[src/rtl/seg7_pkg.sv]
// Shared types and constants for the 7-segment display blocks.
package seg7_pkg;

  // Scan controller states.
  typedef enum logic [1:0] {
    IDLE,
    BLANK,
    SHOW
  } state_e;

  // All segments off.
  localparam logic [6:0] SEG_BLANK = 7'h00;

  // Hex-to-segment table, {g,f,e,d,c,b,a}, active-high. Element k decodes value k.
  localparam logic [15:0][6:0] SEG_TABLE = {
    7'h71, 7'h79, 7'h5E, 7'h39,  // F E d C
    7'h7C, 7'h77, 7'h6F, 7'h7F,  // b A 9 8
    7'h07, 7'h7D, 7'h6D, 7'h66,  // 7 6 5 4
    7'h4F, 7'h5B, 7'h06, 7'h3F   // 3 2 1 0
  };

endpackage

[src/rtl/seg7_hex_decoder.sv]
// Combinational hex nibble to 7-segment decoder.
module seg7_hex_decoder
  import seg7_pkg::*;
(
  input  logic [3:0] value,
  output logic [6:0] seg
);

  // Table lookup; every 4-bit value has an entry.
  always_comb begin
    seg = SEG_TABLE[value];
  end

endmodule

[src/rtl/seg7_scan_ctrl.sv]
// Time-multiplexed scan controller for a bank of common-cathode 7-segment digits.
// A double-buffered value table is swapped only at frame wrap so a frame never tears.
module seg7_scan_ctrl
  import seg7_pkg::*;
#(
  parameter int unsigned NUM_DIGITS   = 4,
  parameter int unsigned SLOT_CYCLES  = 1000,
  parameter int unsigned BLANK_CYCLES = 8
) (
  input  logic                    clk,
  input  logic                    rst,
  input  logic                    enable,
  input  logic                    load_valid,
  output logic                    load_ready,
  input  logic [4*NUM_DIGITS-1:0] load_data,
  input  logic [NUM_DIGITS-1:0]   load_dp,
  output logic [6:0]              seg,
  output logic                    seg_dp,
  output logic [NUM_DIGITS-1:0]   digit_en,
  output logic                    frame_done
);

  localparam int unsigned CW = (SLOT_CYCLES > 1) ? $clog2(SLOT_CYCLES) : 1;
  localparam int unsigned DW = (NUM_DIGITS > 1) ? $clog2(NUM_DIGITS) : 1;
  localparam logic [CW-1:0] SlotLast  = CW'(SLOT_CYCLES - 1);
  // BLANK is unreachable when BLANK_CYCLES is 0, so its compare value is irrelevant then.
  localparam logic [CW-1:0] BlankLast = CW'((BLANK_CYCLES == 0) ? 0 : BLANK_CYCLES - 1);
  localparam logic [DW-1:0] DigitLast = DW'(NUM_DIGITS - 1);
  localparam state_e        SlotStart = (BLANK_CYCLES == 0) ? SHOW : BLANK;

  state_e                  state_q, state_d;
  logic [DW-1:0]           dig_q, dig_d;
  logic [CW-1:0]           cnt_q, cnt_d;
  logic [4*NUM_DIGITS-1:0] act_data_q, act_data_d, sh_data_q, sh_data_d;
  logic [NUM_DIGITS-1:0]   act_dp_q, act_dp_d, sh_dp_q, sh_dp_d;
  logic                    pending_q, pending_d;
  logic                    ready_q;
  logic [6:0]              seg_q, seg_d;
  logic                    dp_q, dp_d;
  logic [NUM_DIGITS-1:0]   en_q, en_d;
  logic                    fd_q, fd_d;
  logic                    xfer;
  logic [3:0]              nib;
  logic [6:0]              dec_seg;

  assign xfer       = load_valid & ready_q;
  assign load_ready = ready_q;
  assign seg        = seg_q;
  assign seg_dp     = dp_q;
  assign digit_en   = en_q;
  assign frame_done = fd_q;

  // Next-state: scan sequencing, handshake and table double-buffering.
  always_comb begin
    state_d    = state_q;
    dig_d      = dig_q;
    cnt_d      = cnt_q;
    act_data_d = act_data_q;
    act_dp_d   = act_dp_q;
    sh_data_d  = sh_data_q;
    sh_dp_d    = sh_dp_q;
    pending_d  = pending_q;
    fd_d       = 1'b0;
    case (state_q)
      IDLE: begin
        if (xfer) begin
          act_data_d = load_data;
          act_dp_d   = load_dp;
        end
        if (enable) begin
          state_d = SlotStart;
          dig_d   = '0;
          cnt_d   = '0;
        end
      end
      BLANK, SHOW: begin
        if (!enable) begin
          state_d = IDLE;
          if (pending_q) begin
            act_data_d = sh_data_q;
            act_dp_d   = sh_dp_q;
            pending_d  = 1'b0;
          end
          // Display goes dark anyway, so a load on this edge lands straight in the active table.
          if (xfer) begin
            act_data_d = load_data;
            act_dp_d   = load_dp;
          end
        end else begin
          if (xfer) begin
            sh_data_d = load_data;
            sh_dp_d   = load_dp;
            pending_d = 1'b1;
          end
          if (state_q == BLANK) begin
            cnt_d = cnt_q + 1'b1;
            if (cnt_q == BlankLast) state_d = SHOW;
          end else if (cnt_q == SlotLast) begin
            cnt_d   = '0;
            state_d = SlotStart;
            if (dig_q == DigitLast) begin
              dig_d = '0;
              fd_d  = 1'b1;
              // pending_q and xfer are exclusive, so a wrap-edge load stays pending.
              if (pending_q) begin
                act_data_d = sh_data_q;
                act_dp_d   = sh_dp_q;
                pending_d  = 1'b0;
              end
            end else begin
              dig_d = dig_q + 1'b1;
            end
          end else begin
            cnt_d = cnt_q + 1'b1;
          end
        end
      end
      default: state_d = IDLE;
    endcase
  end

  // Outputs are computed from next-state so they register on the same edge as the state.
  always_comb begin
    nib  = act_data_d[{dig_d, 2'b00} +: 4];
    en_d = '0;
    seg_d = SEG_BLANK;
    dp_d  = 1'b0;
    if (state_d == SHOW) begin
      en_d  = {{(NUM_DIGITS - 1){1'b0}}, 1'b1} << dig_d;
      seg_d = dec_seg;
      dp_d  = act_dp_d[dig_d];
    end
  end

  seg7_hex_decoder u_dec (
    .value (nib),
    .seg   (dec_seg)
  );

  // State, tables and registered outputs.
  always_ff @(posedge clk or posedge rst) begin
    if (rst) begin
      state_q    <= IDLE;
      dig_q      <= '0;
      cnt_q      <= '0;
      act_data_q <= '0;
      act_dp_q   <= '0;
      sh_data_q  <= '0;
      sh_dp_q    <= '0;
      pending_q  <= 1'b0;
      ready_q    <= 1'b1;
      seg_q      <= SEG_BLANK;
      dp_q       <= 1'b0;
      en_q       <= '0;
      fd_q       <= 1'b0;
    end else begin
      state_q    <= state_d;
      dig_q      <= dig_d;
      cnt_q      <= cnt_d;
      act_data_q <= act_data_d;
      act_dp_q   <= act_dp_d;
      sh_data_q  <= sh_data_d;
      sh_dp_q    <= sh_dp_d;
      pending_q  <= pending_d;
      ready_q    <= ~pending_d;
      seg_q      <= seg_d;
      dp_q       <= dp_d;
      en_q       <= en_d;
      fd_q       <= fd_d;
    end
  end

endmodule

[config.mk]
export PLATFORM = sky130hd
export DESIGN_NAME = seg7_scan_ctrl
export DESIGN_NICKNAME = d
export VERILOG_FILES = /design/src/rtl/seg7_pkg.sv /design/src/rtl/seg7_hex_decoder.sv /design/src/rtl/seg7_scan_ctrl.sv
export SDC_FILE = /design/constraint.sdc
export NUM_CORES = 1
export LEC_CHECK = 0
export ABC_AREA = 1
export BUFFER_PORTS_ARGS = -buffer_cell sky130_fd_sc_hd__buf_4
export CAP_MARGIN = 20
export CORE_AREA = 2 2 141 74
export DETAILED_ROUTE_END_ITERATION = 16
export DIE_AREA = 0 0 143 76
export PLACE_DENSITY = 0.77
export SLEW_MARGIN = 0
export SYNTH_ARGS = -nofsm -noshare
export SYNTH_HDL_FRONTEND = slang
export SYNTH_SLANG_ARGS = --single-unit
[constraint.sdc]
create_clock -name clk -period 3.2 [get_ports clk]
set_clock_uncertainty 0.15 [all_clocks]
set_input_delay 0.32 -clock clk [delete_from_list [all_inputs] [get_ports clk]]
set_output_delay 0.32 -clock clk [all_outputs]
set_load 0.01 [all_outputs]
Word level (Yosys, flattened, before mapping)
Memory sizes are Yosys's and may differ from the RTL's.
Index checks and enable logic that the tools add are counted.
{"block": "totals", "regBits": 69, "latchBits": 0, "ramBits": 0, "romBits": 112, "input_bits": 24, "output_inout_bits": 14, "wordCells": 86, "mem_count": 1}
{"memory": "(no name shown)", "depth": 16, "width": 7, "read_ports": 1, "rd_ports_with_merged_regs": 0, "wr": 0, "line_no": "seg7_hex_decoder.sv:11", "source": "seg = SEG_TABLE[value];"}
{"block": "op_classes", "add_sub_neg": 2, "multipliers": 0, "div_mod_pow": 0, "n_lt_le_gt_ge": 2, "eq_ne": 8, "shift": 2, "n_mux": 51, "n_bitwise": 2, "reduce_logical": 5}
{"cell": "two-way mux 16 bit", "n": 7}
{"cell": "two-way mux 10 bit", "n": 4}
{"cell": "two-way mux 4 bit", "n": 8}
{"cell": "case mux 16 bit (2 select lines)", "n": 1}
{"cell": "two-way mux 2 bit", "n": 10}
{"cell": "case mux 10 bit (2 select lines)", "n": 1}
{"cell": "indexed part select 16 x 5 -> 4 bit", "n": 1}
{"cell": "two-way mux 1 bit", "n": 14}
{"cell": "two-way mux 7 bit", "n": 2}
{"cell": "adder 10 x 1 -> 10 bit (second input constant)", "n": 1}
{"cell": "equality test 10 bit (second input constant)", "n": 1}
{"cell": "equality test 10 x 3 -> 1 bit (second input constant)", "n": 1}
{"cell": "case mux 2 bit (2 select lines)", "n": 2}
{"cell": "case mux 4 bit (2 select lines)", "n": 1}
{"cell": "equality test 2 bit (second input constant)", "n": 3}
{"cell": "AND reduction 3 bit", "n": 2}
{"cell": "< comparator 4 x 5 -> 1 bit (second input constant)", "n": 1}
{"cell": "!= test 2 bit (second input constant)", "n": 2}
{"cell": "left shift 1 x 2 -> 4 bit (first input constant)", "n": 1}
{"cell": "< comparator 2 x 3 -> 1 bit (second input constant)", "n": 1}
{"cell": "adder 2 x 1 -> 2 bit (second input constant)", "n": 1}
{"cell": "binary-select mux 1 bit (select 2 bit)", "n": 1}
{"cell": "equality test 2 x 1 -> 1 bit (second input constant)", "n": 1}
{"cell": "logical NOT 2 bit", "n": 1}
{"cell": "other kinds (4)", "n": 4}

Depth between registers and ports, before layout
{"block": "logic_depth", "ltp_word": 10, "depth_mapped": 21}

Cells and area by module
Synthesis repeated with hierarchy kept, for this count alone.
{"block": "unflattened", "cells_unflattened": 727, "hier_area_um2": 4767.1}
{"mod": "seg7_scan_ctrl", "instances": 1, "cells_per_inst": 675, "area_per_inst_um2": 4496.8, "seq_area_each_um2": 1727.9}
{"mod": "seg7_hex_decoder", "instances": 1, "cells_per_inst": 52, "area_per_inst_um2": 270.3, "seq_area_each_um2": 0.0}

Worst setup path after synthesis
OpenSTA, ideal clock, no wires.
{"block": "synth_timing", "path_kind": "register to register", "start": "register state_q[0]", "end": "register seg_q[3], in the netlist seg[3]", "setup_ns": 0.071, "arrival_ns": 2.539, "required_time_ns": 2.979, "path_slack_ns": 0.440, "stages_incl_launch_ff": 17, "path_buffers": 2, "period_less_slack_ns": 2.760, "path_cell_list": "dfrtp_1 ha_1 inv_1 clkbuf_1 clkbuf_1 o21ai_0 inv_1 nand2_1 nand3_1 nand2_1 nor2_2 inv_1 ha_1 nand3b_1 nand3_1 nand2_1 nor2_1"}
{"block": "synth_between", "elab_chain_len": 8}
{"element": "start, declared", "line_no": "seg7_scan_ctrl.sv:31", "source": "state_e state_q, state_d;"}
{"element": "start signal, assigned", "line_no": "seg7_scan_ctrl.sv:157", "source": "state_q <= state_d;"}
{"element": "equality test 2 x 1 -> 1 bit", "line_no": "seg7_scan_ctrl.sv:64, seg7_scan_ctrl.sv:95"}
{"element": "two-way mux 16 bit / two-way mux 2 bit (equally long branches)", "line_no": "seg7_scan_ctrl.sv:95", "source": "if (state_q == BLANK) begin"}
{"element": "two-way mux 16 bit / two-way mux 2 bit (equally long branches)", "line_no": "seg7_scan_ctrl.sv:77", "source": "if (!enable) begin"}
{"element": "case mux 16 bit (2 select lines) / case mux 2 bit (2 select lines) (equally long branches)", "line_no": "seg7_scan_ctrl.sv:64", "source": "case (state_q)"}
{"element": "indexed part select 16 x 5 -> 4 bit", "line_no": "seg7_scan_ctrl.sv:124", "source": "nib = act_data_d[{dig_d, 2'b00} +: 4];"}
{"element": "memory (16 x 7 bit)"}
{"element": "two-way mux 7 bit (implied by the code)", "line_no": "seg7_hex_decoder.sv:11"}
{"element": "two-way mux 7 bit (*)", "line_no": "seg7_scan_ctrl.sv:128", "source": "if (state_d == SHOW) begin"}
{"element": "net seg_d[3]", "line_no": "seg7_scan_ctrl.sv:38", "source": "logic [6:0] seg_q, seg_d;"}
{"element": "end signal, assigned", "line_no": "seg7_scan_ctrl.sv:166", "source": "seg_q <= seg_d;"}
{"element": "end, declared", "line_no": "seg7_scan_ctrl.sv:38"}
The timed path passes the listed nets; every way through them passes the cells marked *. The select of a mux whose other input is x is not followed.
A chain may end at the register's enable or synchronous reset.

Worst setup path in the final report
{"block": "layout_timing", "start": "register state_q[0]", "end": "register seg_q[5], in the netlist seg[5]"}
{"block": "layout_between", "elab_chain_len": 8}
{"element": "equality test 2 x 1 -> 1 bit", "line_no": "seg7_scan_ctrl.sv:64, seg7_scan_ctrl.sv:95"}
{"element": "two-way mux 16 bit", "line_no": "seg7_scan_ctrl.sv:95"}
{"element": "two-way mux 16 bit", "line_no": "seg7_scan_ctrl.sv:77"}
{"element": "case mux 16 bit (2 select lines) (*)", "line_no": "seg7_scan_ctrl.sv:64"}
{"element": "net act_data_d[0]", "line_no": "seg7_scan_ctrl.sv:34", "source": "logic [4*NUM_DIGITS-1:0] act_data_q, act_data_d, sh_data_q, sh_data_d;"}
{"element": "indexed part select 16 x 5 -> 4 bit (*)", "line_no": "seg7_scan_ctrl.sv:124"}
{"element": "memory (16 x 7 bit) (*)"}
{"element": "two-way mux 7 bit (implied by the code) (*)", "line_no": "seg7_hex_decoder.sv:11"}
{"element": "two-way mux 7 bit (*)", "line_no": "seg7_scan_ctrl.sv:128"}
{"element": "net seg_d[5]", "line_no": "seg7_scan_ctrl.sv:38"}
Marked as above.

==> impl_metrics.toml <==
[run_status]
status = "finished clean"

[power_and_ir_drop]
share_comb_of_total_power = 0.516
leakage_power_figure_nw = 2.91
peakVddDrop_uv = 343
power_density_over_the_cells_nw_per_um2 = 856
clock_power_share = 0.196
power_switching_share = 0.467
p_int_mw = 2.57
p_sw_mw = 2.25
seq_pwr_share = 0.288

[die]
ios = 38
initial_core_util = 0.492
num_rows = 26
floorplan.die_area_sq_um = 10900
die_y_microns = 76
placeable_core_region_sq_um = 9790
fp.dieW_microns = 143

[route]
route.antenna.remaining_nets = 0
vias_per_cell = 5.51
route.vias.total = 4974
drt-total-wl_microns = 14900
first_drt_pass_iteration_count = 5
post_drt_wl_per_cell_microns = 16.5
drc = 0
drt_iter0_markers = 544

[synthesis]
syn_nets = 752
synthesis.area_per_instance_sq_um = 6.73
syn-instance-count = 716
synth.ff_latch_count = 69
total_number_of_yosys_warnings = 0
synth_sequential_area_ratio = 0.359
async_reset_ff_frac = 1.00
number_of_enable_type_register_cells_in_the_synthesized_netlist = 0
synth_flop_cell = "dfrtp_1"
synth.cell_area_sq_um = 4820
post_synth_num_cell_types = 40

[timing]
final_hold_viol_count = 0
max_freq_mhz = 327
finalWorstSetupSlack_ps = 139
final_period_minus_worst_setup_slack_ps = 3060
report.final.setup_viol = 0
slew_violations = 0
max-slew-margin-rel = 0.510
timing_worst_slew_pin_value_ps = 734
timing.final.crit_share = 0.956

[worst_setup_path]
cp-end-kind = "flip-flop"
cp.arrival_ps = 3130
crit_path_start_kind = "flip-flop"
criticalPathCategory = "reg2reg"
cp_data_required_time_ps = 3270
cp_max_fo = 14

[finish]
mostFrequentLayoutCell = "nand2_1"
layout-drive-gt1-share = 0.169
diode_count = 0
layout.nets = 794
most-common-layout-cells = "nand2_1 (246), inv_1 (81), dfrtp_1 (68)"
layout-area-overhead-vs-synth_pct = 17.0
utilization = 0.576

[placement]
detailedPlacementHpwl_microns = 10500
dp_slack_ps = 143
gpl.final_weighted_congestion = 0.895
io_buffer_count = 37

[job]
maxCapViolations = 0

[clock_tree]
htreeDepth = 3
clock_latency_on_the_worst_skew_pair_ps = 340
numClockSinks = 69
cts-root-to-sink-buffers = 2
cts_inserted_buffers = 9
cts-root-buf = "clkbuf_16"
tritoncts = "built"
clock_pin_slew_worst_setup_and_hold_paths_ps = 50

[hold_path]
hp-class = "in2reg"

[global_route]
grt_util_all_layers = 0.286
grt_max_degree = 36
initial_antenna_violation_count = 0
grt_pass1_wl_microns = 24100
grt_overflow = 0
first_global_vias = 4589
[power by group through the flow]
stage,registers [mW],logic [mW],clock network [mW]
4_1_cts,1.38,2.42,0.952
3_3_place_gp,1.38,2.33,0
5_1_grt,1.42,2.81,0.992
3_5_place_dp,1.39,2.39,0
2_1_floorplan,1.33,1.77,0
6_report,1.39,2.49,0.944
[worst paths after layout]
path | cells past startpoint | startpoint | slack (ps) | to
max in group asynchronous | 4 | rst | 1530 | load_ready
worst min register to register | 2 | sh_dp_q[3] | 330 | sh_dp_q[3]
worst min-delay path | 3 | load_data[9] | 40 | sh_data_q[9]
worst max register to register | 16 | state_q[0] | 140 | seg[5]
min in group asynchronous | 3 | rst | 530 | act_data_q[6]
worst max-delay path | 16 | state_q[0] | 140 | seg[5]
[what timing repair did]
item	4_1_cts	5_1_grt
setup endpoints to repair	0	7
gates resized for setup	0	7
hold endpoints to repair	10	0
hold buffers	1	0
buffers inserted	0	3
[layer usage]
metal	routed length, microns	global-route usage
met1	7250	0.447
met2	5790	0.379
met3	1680	0.0867
met4	214	0.0673
met5	0	0
[registers in the layout (all words and copies together) (netlist names)]
signal      cells
sh_dp_q         4
state_q         2
load_ready      1
seg_dp          1
pending_q       1
act_dp_q        4
cnt_q          10
frame_done      1
sh_data_q      16
dig_q           2
seg             7
digit_en        4
act_data_q     16
[synthesized netlist by cell type, types with 2 or more instances]
cell type	number	area share
inv_2	4	0.0031
nor2_1	62	0.048
nand3_1	36	0.037
clkbuf_1	15	0.012
nand2_1	246	0.19
nor2_4	8	0.019
or2_2	3	0.0039
buf_6	2	0.0047
nand2_2	11	0.014
nand4_1	5	0.0065
o31ai_1	2	0.0031
a21oi_1	18	0.019
nand3_2	2	0.0042
nor2_2	9	0.012
dfrtp_1	68	0.35
inv_1	85	0.066
buf_4	2	0.0031
ha_1	12	0.031
nand4_2	2	0.0052
buf_1	2	0.0016
o22ai_1	3	0.0039
o211ai_1	24	0.037
buf_2	9	0.0093
nand2_4	2	0.0047
nor3_1	12	0.012
nand3b_1	2	0.0031
o21ai_0	52	0.054
o21ai_1	6	0.0062
[final cells by class]
type	instances	area, sq um
clock inverter	4	22.5
timing repair buffer	62	493
multi-input combinational	526	2620
sequential	69	1730
clock buffer	12	256
fill	905	4160
inverter	90	344
tap	140	175
[worst max-delay path: stages, from the launching register on]
cell,delay (ps)
dfrtp_1,420
inv_1,70
ha_1,310
buf_4,230
nand2_1,110
buf_4,230
o21ai_0,110
a21oi_1,100
nor2_1,240
nand2_1,90
nand2_1,90
nor2_2,40
buf_4,150
ha_1,240
nand3b_1,170
nand3_1,100
a21oi_1,70
[metrics by stage]
| step | power [mW] | TNS, ps | cells | cell area [sq um] | hold WS [ps] |
|---|---|---|---|---|---|
| after global routing | 5.22 | -1.21 | 903 | 5640 | 45.5 |
| final | 4.83 | 0 | 903 | 5640 | 43.2 |
| after detailed placement | 3.78 | 0 | 883 | 5290 | 318 |
| after floorplan | 3.10 | 0 | 716 | 4820 | 287 |
| after global placement | 3.70 | 0 | 883 | 5290 | 308 |
| after CTS | 4.76 | 0 | 900 | 5580 | 38.9 |
[logic make-up after synthesis]
| family | synth area share |
|---|---|
| AO/OA/AOI/OAI | 0.134 |
| adder cells (fa/ha/maj) | 0.0312 |
| flip-flops | 0.359 |
| XOR/XNOR | 0.00182 |
| AND/OR/NAND/NOR | 0.372 |
| buffers and inverters | 0.102 |
(Power assumes the default switching activity.)
